[src/rtl/fm_pkg.sv]
// fm_pkg: shared symbol type, complement helper and default sizes.
// Used by fm_frag_buffer and fm_frag_extract.
package fm_pkg;

   localparam int FM_BUFFER_COUNT = 2;
   localparam int FM_DEPTH        = 32;
   localparam int FM_DATA_BITS    = 2;
   localparam int FM_FRAG_SYMS    = 8;

   typedef logic [FM_DATA_BITS-1:0] fm_sym_t;

   // Base complement of a default-width symbol (A<->T, C<->G).
   function automatic fm_sym_t fm_comp(input fm_sym_t s);
      return ~s;
   endfunction

endpackage

[src/rtl/fm_frag_extract.sv]
// fm_frag_extract: combinational window/pad of one symbol buffer.
// Optional reverse-complement orientation selected by rc_i.
module fm_frag_extract
   import fm_pkg::*;
#(
   parameter int DEPTH      = FM_DEPTH,
   parameter int DATA_BITS  = FM_DATA_BITS,
   parameter int FRAG_SYMS  = FM_FRAG_SYMS,
   localparam int ADDR_BITS = $clog2(DEPTH),
   localparam int IDX_BITS  = ADDR_BITS + 1,
   localparam int FRAG_LEN  = FRAG_SYMS * DATA_BITS
) (
   input  logic [DEPTH*DATA_BITS-1:0] buf_i,
   input  logic signed [IDX_BITS-1:0] idx_i,
   input  logic                       rc_i,
   output logic [FRAG_LEN-1:0]        frag_o
);

   localparam int POS_BITS = IDX_BITS + 1;

   logic signed [POS_BITS-1:0] pos [FRAG_SYMS];
   logic [ADDR_BITS-1:0]       addr [FRAG_SYMS];
   logic [DATA_BITS-1:0]       sym [FRAG_SYMS];
   logic [FRAG_SYMS-1:0]       hit;

   // Gather the window; positions outside the buffer read as zero.
   always_comb begin
      for (int k = 0; k < FRAG_SYMS; k++) begin
         pos[k]  = POS_BITS'(idx_i) + POS_BITS'(k);
         hit[k]  = !pos[k][POS_BITS-1] &&
                   (pos[k] < POS_BITS'(DEPTH));
         addr[k] = pos[k][ADDR_BITS-1:0];
         sym[k]  = '0;
         if (hit[k]) begin
            sym[k] = buf_i[addr[k]*DATA_BITS +: DATA_BITS];
         end
      end
   end

   // Place symbols; reverse mode flips order and complements real data only.
   always_comb begin
      frag_o = '0;
      for (int j = 0; j < FRAG_SYMS; j++) begin
         if (rc_i) begin
            if (hit[FRAG_SYMS-1-j]) begin
               frag_o[j*DATA_BITS +: DATA_BITS] = ~sym[FRAG_SYMS-1-j];
            end
         end else begin
            frag_o[j*DATA_BITS +: DATA_BITS] = sym[j];
         end
      end
   end

endmodule

[src/rtl/fm_frag_buffer.sv]
// fm_frag_buffer: rotating symbol buffers with windowed fragment reads.
// Define FM_FRAG_REVCOMP_EN to add rc_mode (reverse-complement reads).
module fm_frag_buffer
   import fm_pkg::*;
#(
   parameter int BUFFER_COUNT = FM_BUFFER_COUNT,
   parameter int DEPTH        = FM_DEPTH,
   parameter int DATA_BITS    = FM_DATA_BITS,
   parameter int FRAG_SYMS    = FM_FRAG_SYMS,
   localparam int ADDR_BITS   = $clog2(DEPTH),
   localparam int IDX_BITS    = ADDR_BITS + 1,
   localparam int FRAG_LEN    = FRAG_SYMS * DATA_BITS
) (
   input  logic                       clk,
   input  logic                       rst_n,
   input  logic                       in_valid,
   output logic                       in_ready,
   input  logic [DATA_BITS-1:0]       in_wdata,
   input  logic                       chg_idx,
   input  logic                       frag_valid,
   output logic                       frag_ready,
   input  logic signed [IDX_BITS-1:0] frag_idx,
`ifdef FM_FRAG_REVCOMP_EN
   input  logic                       rc_mode,
`endif
   output logic                       out_valid,
   output logic [FRAG_LEN-1:0]        out_rdata,
   output logic                       out_wait
);

   localparam int SEL_BITS = (BUFFER_COUNT > 1) ? $clog2(BUFFER_COUNT) : 1;
   localparam logic [SEL_BITS-1:0]  SEL_LAST  = SEL_BITS'(BUFFER_COUNT-1);
   localparam logic [ADDR_BITS-1:0] ADDR_LAST = ADDR_BITS'(DEPTH-1);

   logic [DATA_BITS-1:0] mem_q [BUFFER_COUNT][DEPTH];

   logic [BUFFER_COUNT-1:0] filled_q, filled_d;
   logic [SEL_BITS-1:0]     wr_sel_q, wr_sel_d;
   logic [SEL_BITS-1:0]     rd_sel_q, rd_sel_d;
   logic [ADDR_BITS-1:0]    waddr_q, waddr_d;
   logic                    out_valid_q, out_valid_d;
   logic [FRAG_LEN-1:0]     out_rdata_q, out_rdata_d;

   logic                       wr_fire, fill_done, rel_fire, rd_fire;
   logic                       rc;
   logic [DEPTH*DATA_BITS-1:0] rd_buf;
   logic [FRAG_LEN-1:0]        frag;

   function automatic logic [SEL_BITS-1:0] next_sel(
      input logic [SEL_BITS-1:0] s
   );
      return (s == SEL_LAST) ? '0 : s + 1'b1;
   endfunction

`ifdef FM_FRAG_REVCOMP_EN
   assign rc = rc_mode;
`else
   assign rc = 1'b0;
`endif

   assign in_ready   = ~filled_q[wr_sel_q];
   assign frag_ready = filled_q[rd_sel_q];
   assign out_wait   = ~in_ready;
   assign out_valid  = out_valid_q;
   assign out_rdata  = out_rdata_q;

   assign wr_fire   = in_valid && in_ready;
   assign fill_done = wr_fire && (waddr_q == ADDR_LAST);
   assign rel_fire  = chg_idx && frag_ready;
   assign rd_fire   = frag_valid && frag_ready;

   // Flatten the buffer being read (selection at request time).
   always_comb begin
      rd_buf = '0;
      for (int a = 0; a < DEPTH; a++) begin
         rd_buf[a*DATA_BITS +: DATA_BITS] = mem_q[rd_sel_q][a];
      end
   end

   fm_frag_extract #(
      .DEPTH     (DEPTH),
      .DATA_BITS (DATA_BITS),
      .FRAG_SYMS (FRAG_SYMS)
   ) u_extract (
      .buf_i  (rd_buf),
      .idx_i  (frag_idx),
      .rc_i   (rc),
      .frag_o (frag)
   );

   // Next-state for fill/release bookkeeping and the output register.
   always_comb begin
      filled_d    = filled_q;
      wr_sel_d    = wr_sel_q;
      rd_sel_d    = rd_sel_q;
      waddr_d     = waddr_q;
      out_valid_d = rd_fire;
      out_rdata_d = out_rdata_q;
      if (wr_fire) begin
         waddr_d = waddr_q + 1'b1;
      end
      if (fill_done) begin
         filled_d[wr_sel_q] = 1'b1;
         waddr_d            = '0;
         wr_sel_d           = next_sel(wr_sel_q);
      end
      if (rel_fire) begin
         filled_d[rd_sel_q] = 1'b0;
         rd_sel_d           = next_sel(rd_sel_q);
      end
      if (rd_fire) begin
         out_rdata_d = frag;
      end
   end

   // Control state with synchronous active-low reset.
   always_ff @(posedge clk) begin
      if (!rst_n) begin
         filled_q    <= '0;
         wr_sel_q    <= '0;
         rd_sel_q    <= '0;
         waddr_q     <= '0;
         out_valid_q <= 1'b0;
         out_rdata_q <= '0;
      end else begin
         filled_q    <= filled_d;
         wr_sel_q    <= wr_sel_d;
         rd_sel_q    <= rd_sel_d;
         waddr_q     <= waddr_d;
         out_valid_q <= out_valid_d;
         out_rdata_q <= out_rdata_d;
      end
   end

   // Symbol storage; contents survive reset.
   always_ff @(posedge clk) begin
      if (wr_fire) begin
         mem_q[wr_sel_q][waddr_q] <= in_wdata;
      end
   end

endmodule
[config.mk]
export PLATFORM = sky130hd
export DESIGN_NAME = fm_frag_buffer
export DESIGN_NICKNAME = d
export VERILOG_FILES = /design/src/rtl/fm_pkg.sv /design/src/rtl/fm_frag_extract.sv /design/src/rtl/fm_frag_buffer.sv
export SDC_FILE = /design/constraint.sdc
export NUM_CORES = 1
export LEC_CHECK = 0
export CORE_MARGIN = 2
export CORE_UTILIZATION = 40
export CTS_BUF_LIST = sky130_fd_sc_hd__clkbuf_16
export CTS_CLUSTER_DIAMETER = 120
export DETAILED_ROUTE_END_ITERATION = 10
export GPL_TIMING_DRIVEN = 0
export SYNTH_ARGS = -nofsm -noshare
export SYNTH_HDL_FRONTEND = slang
export SYNTH_SLANG_ARGS = --single-unit
[constraint.sdc]
create_clock -name clk -period 9.3 [get_ports clk]
set_input_delay 0.93 -clock clk [delete_from_list [all_inputs] [get_ports clk]]
set_output_delay 0.93 -clock clk [all_outputs]
set_load 0.05 [all_outputs]
# Yosys cells after proc, flatten, opt, wreduce, memory -nomap -nowiden
# Memories as Yosys holds them, arrays and structs flattened. A register that Yosys moved wholly into a read port is not among the register bits.
# Index checks and enable logic that the tools add are counted.
[word_totals] elab_cells=96 reg_bits=26 input_bits=13 ram_bits=128 out_inout_bits=20 memories=1
[op_classes] reduce_logical=24 n_bitwise=6 n_lt_le_gt_ge=14 shift=8 n_eq_ne=1 n_mux=26 addsub=10
[mem_list] name="mem_q" words=2 word_bits=64 rd=1 rd_ports_with_merged_regs=1 write_ports=1 line_no="fm_frag_buffer.sv:35" rtl="logic [DATA_BITS-1:0] mem_q [BUFFER_COUNT][DEPTH];"
[ops] op="indexed part select 64 x 7 -> 2 bit" count=8
[ops] op="2-to-1 mux 64 bit" count=1
[ops] op="< comparator 7 bit (second input constant)" count=7
[ops] op="adder 6 x 4 -> 7 bit (second input constant)" count=4
[ops] op="2-to-1 mux 2 bit" count=11
[ops] op="logical AND 1 bit" count=15
[ops] op="adder 6 x 3 -> 7 bit (second input constant)" count=2
[ops] op="2-to-1 mux 1 bit" count=11
[ops] op="demux 2 bit (select 5 bit)" count=1
[ops] op="logical NOT 1 bit" count=8
[ops] op="adder 6 x 2 -> 7 bit (second input constant)" count=1
[ops] op="< comparator 6 x 7 -> 1 bit (second input constant)" count=1
[ops] op=">= comparator 6 bit (second input constant)" count=1
[ops] op="< comparator 6 x 1 -> 1 bit (second input constant)" count=1
[ops] op="NOT 5 -> 6 bit" count=1
[ops] op="adder 5 x 1 -> 5 bit (second input constant)" count=1
[ops] op="== test 5 bit (second input constant)" count=1
[ops] op="< comparator 1 x 2 -> 1 bit (second input constant)" count=2
[ops] op="adder 1 bit (second input constant)" count=2
[ops] op="AND 2 bit" count=1
[ops] op="demux 1 bit (select 1 bit)" count=2
[ops] op=">= comparator 1 bit (second input constant)" count=2
[ops] op="NOT 1 bit" count=2
[ops] op="NOT 2 bit" count=1
[ops] op="2 further kinds" count=2

# Longest topological paths before layout
[logic_depth] word_depth=8 mapped_depth=15 depth_no_buf=8

# By module
# Synthesis repeated with hierarchy kept, for this count alone.
[unflattened] hier_cells=661 area_unflattened_um2=9459.1
[modules_own_cells] module="fm_frag_buffer" seq_area_each_um2=4384.2 cells_each=425 area_per_inst_um2=6193.4 n_inst=1
[modules_own_cells] module="fm_frag_extract" seq_area_each_um2=0.0 cells_each=236 area_per_inst_um2=3265.6 n_inst=1

# Worst setup path after synthesis
# Ideal clock, no wire load.
[synth_path] path_type="input-to-reg" startpoint="input frag_idx[0]" endpoint="register out_rdata_q[11], in the netlist out_rdata[11]" n_path_buf=7 arrival_time_ns=3.831 stages=14 required_ns=9.176 slack_ns=5.345 path_cell_list="buf_6 -> buf_8 -> buf_2 -> buf_2 -> buf_2 -> inv_1 -> ha_1 -> buf_2 -> buf_2 -> mux4_2 -> mux2_2 -> a211oi_2 -> nor3_1 -> a2111o_1"
[synth_between] elab_chain_len=4 word_cells_on_any_way=6 cone_classes="add/sub: 1; order compare: 1; shift: 1; mux: 1; reduce/logical: 2"
[synth_rtl] element="from (decl)" line_no="fm_frag_buffer.sv:22" rtl="input logic signed [IDX_BITS-1:0] frag_idx,"
[synth_rtl] element="adder 6 x 4 -> 7 bit *" line_no="fm_frag_extract.sv:29" rtl="pos[k] = POS_BITS'(idx_i) + POS_BITS'(k);"
[synth_rtl] element="parallel branches: the longest is 2 deep, another holds indexed part select 64 x 7 -> 2 bit"
[synth_rtl] element="2-to-1 mux 2 bit *" line_no="fm_frag_extract.sv:34" rtl="if (hit[k]) begin"
[synth_rtl] element="to (signal assigned)" line_no="fm_frag_buffer.sv:131" rtl="out_rdata_q <= out_rdata_d;"
[synth_rtl] element="to (decl)" line_no="fm_frag_buffer.sv:42" rtl="logic [FRAG_LEN-1:0] out_rdata_q, out_rdata_d;"
# Every way passes the cells marked *.
# A chain may end at the register's enable or synchronous reset.

# Worst setup path after layout
# Ends and elaborated chain as after synthesis.

==> metrics.csv <==
stage,metric,value,unit
sta,max-slew-margin-rel,42.2,%
synthesis,synth-main-ff-cell,edfxtp_1,
cells_and_area,fillers,2365,
sta,setup_viol,0,
clocking,clock_sinks,155,
synthesis,syn_nets,897,
critical_path,path_delay_family,buffers and inverters,
clocking,htreeDepth,4,
sta,tns,0,ns
die,rows,59,
detailed_routing,drtIter0Drc,1180,
flow_run,cap_violations,0,
detailed_routing,ant_nets,0,
critical_path,critical_path_arrival,5.98,ns
global_route,grt_max_degree,51,
critical_path,crit_slowest_cell,a221oi_1,
critical_path,cp_cell_sequence,"clkdlybuf4s50_1, buf_6, buf_8, buf_2, buf_2, buf_2, inv_1, ha_1, clkbuf_1, nand2_1, clkbuf_1, inv_1, a221oi_1, nor2_1, a2111oi_0, a2111o_1",
min_path,hold_path.class,reg2reg,
sta,final-hold-violation-count,0,
sta,hold_ws,0.461,ns
critical_path,startpoint,frag_idx[0],
place,place_hpwl,27.1,mm
synthesis,yosys.area.top_type_share,35.9,%
sta,fin_crit_sh,60.1,%
synthesis,synth_seq_cells,155,
synthesis,synth.most_common_cell,edfxtp_1,
detailed_routing,drt_first_pass_iters,6,
detailed_routing,wl_per_cell,28.4,um
cells_and_area,n_antenna_cell,0,
die,die_h,168,um
sta,fin_skew,0.0232,ns
critical_path,path_class,in2reg,
power_and_ir_drop,p_leak,3.98,nW
synthesis,synth.yosys.warnings,0,
clocking,clock_path_buffers,2,
die,initial_core_util,40.9,%
clocking,clk_pin_slew,0.08,ns
detailed_routing,wirelength,36.0,mm
die,io_pins,33,
detailed_routing,via_count,8402,
clocking,post_cts_resize_count,0,
sta,min_period,5.59,ns
critical_path,cp_max_fo,10,
die,core_area,26200,um2
clocking,cts-root-buf,clkbuf_16,
critical_path,worstSetupEndpointType,register,
clocking,worstSkewPairLatency,0.45,ns
global_route,antenna_found_initial,0,
place,postPlaceCellArea,11500,um2
synthesis,syn_area_per_cell,12.3,um2
critical_path,path_buf_inv,10,
global_route,grt_pass1_wl,52.8,mm
min_path,holdPathEnd,out_rdata[5],
sta,fmax,0.179,GHz
cells_and_area,finalNetCount,949,
critical_path,critical-path-max-stage-delay,0.61,ns
synthesis,netlist_instances,868,
power_and_ir_drop,p_per_area,145,nW/um2
place,gp_congestion,0.995,
run_status,status,completed,
critical_path,reg2reg_slack,6.07,ns
place,portBuffers,31,
global_route,grt_pass1_vias,7894,
sta,grt_setup_unrepaired,false,
min_path,holdCritStartpoint,out_rdata[5],
clocking,cts_buffers,17,
synthesis,ys_types,73,
sta,slew_violations,0,
critical_path,cp.depth,16,
critical_path,critPathLaunchType,input port,
place,dp.cells,1236,
clocking,tritoncts,done,
synthesis,synth_largest_area_cell,edfxtp_1,
detailed_routing,drc,0,
critical_path,crit_top_cell,buf_2,
die,die_area,28100,um2
synthesis,synth-async-reset-ratio,0,%
cells_and_area,final_cells,1268,
die,die_w,168,um
power_and_ir_drop,ir_worst_vdd,0.0853,mV
synthesis,synth_top_cells_by_area,"edfxtp_1 (36%), mux4_2 (22%), mux2i_1 (5.4%), dfxtp_1 (5.0%), nor2_1 (4.1%)",
synthesis,synth_common_cells,"edfxtp_1 (128), nor2_1 (116), mux4_2 (103)",
detailed_routing,vias_per_cell,6.63,
critical_path,r2r_end,out_rdata[10],
min_path,holdPathStages,2,
cells_and_area,area_growth,12.5,%
clocking,cts_setup_buffers,0,
sta,tightestPinTransition,0.868,ns
critical_path,critical_path_required,9.70,ns
clocking,postCtsHoldBufs,0,
critical_path,reg2regPathDepth,7,
cells_and_area,drive_gt1_share,22.7,%
synthesis,synth_edf_count,128,
global_route,grt-ovfl-total,0,
cells_and_area,final_design_area_no_fill,12000,um2
global_route,grt_use_total,25.9,%
synthesis,syn_area,10700,um2
synthesis,ys_seq_area_share,40.9,%
-- registers in the layout, summed over array words and instances (netlist names), named ones only --
name and cells:
rd_sel_q 1, out_valid 1, out_rdata 16, wr_sel_q 1, mem_q 128, waddr_q 5, filled_q 2
-- tightest hold or removal path: cells and delay by family (launching register included) --
family | cells | cell delay [ns]
AND/OR/NAND/NOR | 1 | 0.05
flip-flops | 1 | 0.32
AO/OA/AOI/OAI | 1 | 0.05
-- where the power goes --
group	internal, W	switching (W)
clock network	0.000380	0.000327
registers	0.000752	0.00000200
logic	0.000113	0.000172
-- area by class of cell --
cell class	instances	area, um2	area share [%]
Multi-Input combinational cell	633	5880	48.8
Sequential cell	155	4380	36.4
Clock buffer	17	425	3.53
Tap cell	335	419	3.48
Buffer	65	388	3.22
Timing Repair Buffer	33	340	2.82
Clock inverter	15	153	1.27
Inverter	15	56.3	0.467
-- logic make-up (layout without fill, tap and decap cells) --
kind of cell | count (synthesis) | count (layout) | synth area share (%)
buf+inv | 80 | 145 | 4.15
simple gates | 257 | 257 | 10.7
flops | 155 | 155 | 40.9
xor+xnor | 20 | 20 | 1.71
compound gates | 150 | 150 | 10.3
fa+ha+maj | 16 | 16 | 1.87
mux | 190 | 190 | 30.4
-- layer usage --
layer / global-route usage, % / wire length (um) / vias to the layer above
li1: - / - / 3584
met4: 10.8 / 1470 / 0
met1: 36.0 / 15300 / 4222
met3: 7.78 / 3570 / 77
met5: 0 / 0 / -
met2: 37.8 / 15600 / 519
-- metrics by stage --
stage / total power, W / util, % / setup WS (ns)
after floorplan: 0.000957 / - / 5.34
after global placement: 0.00105 / 43.7 / 3.41
after detailed placement: 0.00105 / 43.8 / 3.41
after CTS: 0.00175 / 46.0 / 3.86
after global routing: 0.00180 / 46.0 / 3.59
final: 0.00175 / 46.0 / 3.71
-- cells in the final DEF, fill, tap and decap left out, drive strengths merged, types with 9 or more instances in the layout --
cell type / count
ha: 16
inv: 24
clkbuf: 41
nand3: 15
dfxtp: 27
o21ai: 14
mux4: 105
nor2: 116
mux2i: 58
mux2: 27
xnor2: 13
a21oi: 33
nand2: 67
clkdlybuf4s50: 29
edfxtp: 128
nor2b: 10
nand4: 9
buf: 45
-- how the worst max path moves through the flow --
stage	end	slack, ns
3_5_place_dp	out_rdata[10]	3.41
6_report	out_rdata[11]	3.71
2_1_floorplan	out_rdata[11]	5.34
5_1_grt	out_rdata[11]	3.59
3_3_place_gp	out_rdata[10]	3.41
4_1_cts	out_rdata[10]	3.86
(Power assumes the default switching activity.)
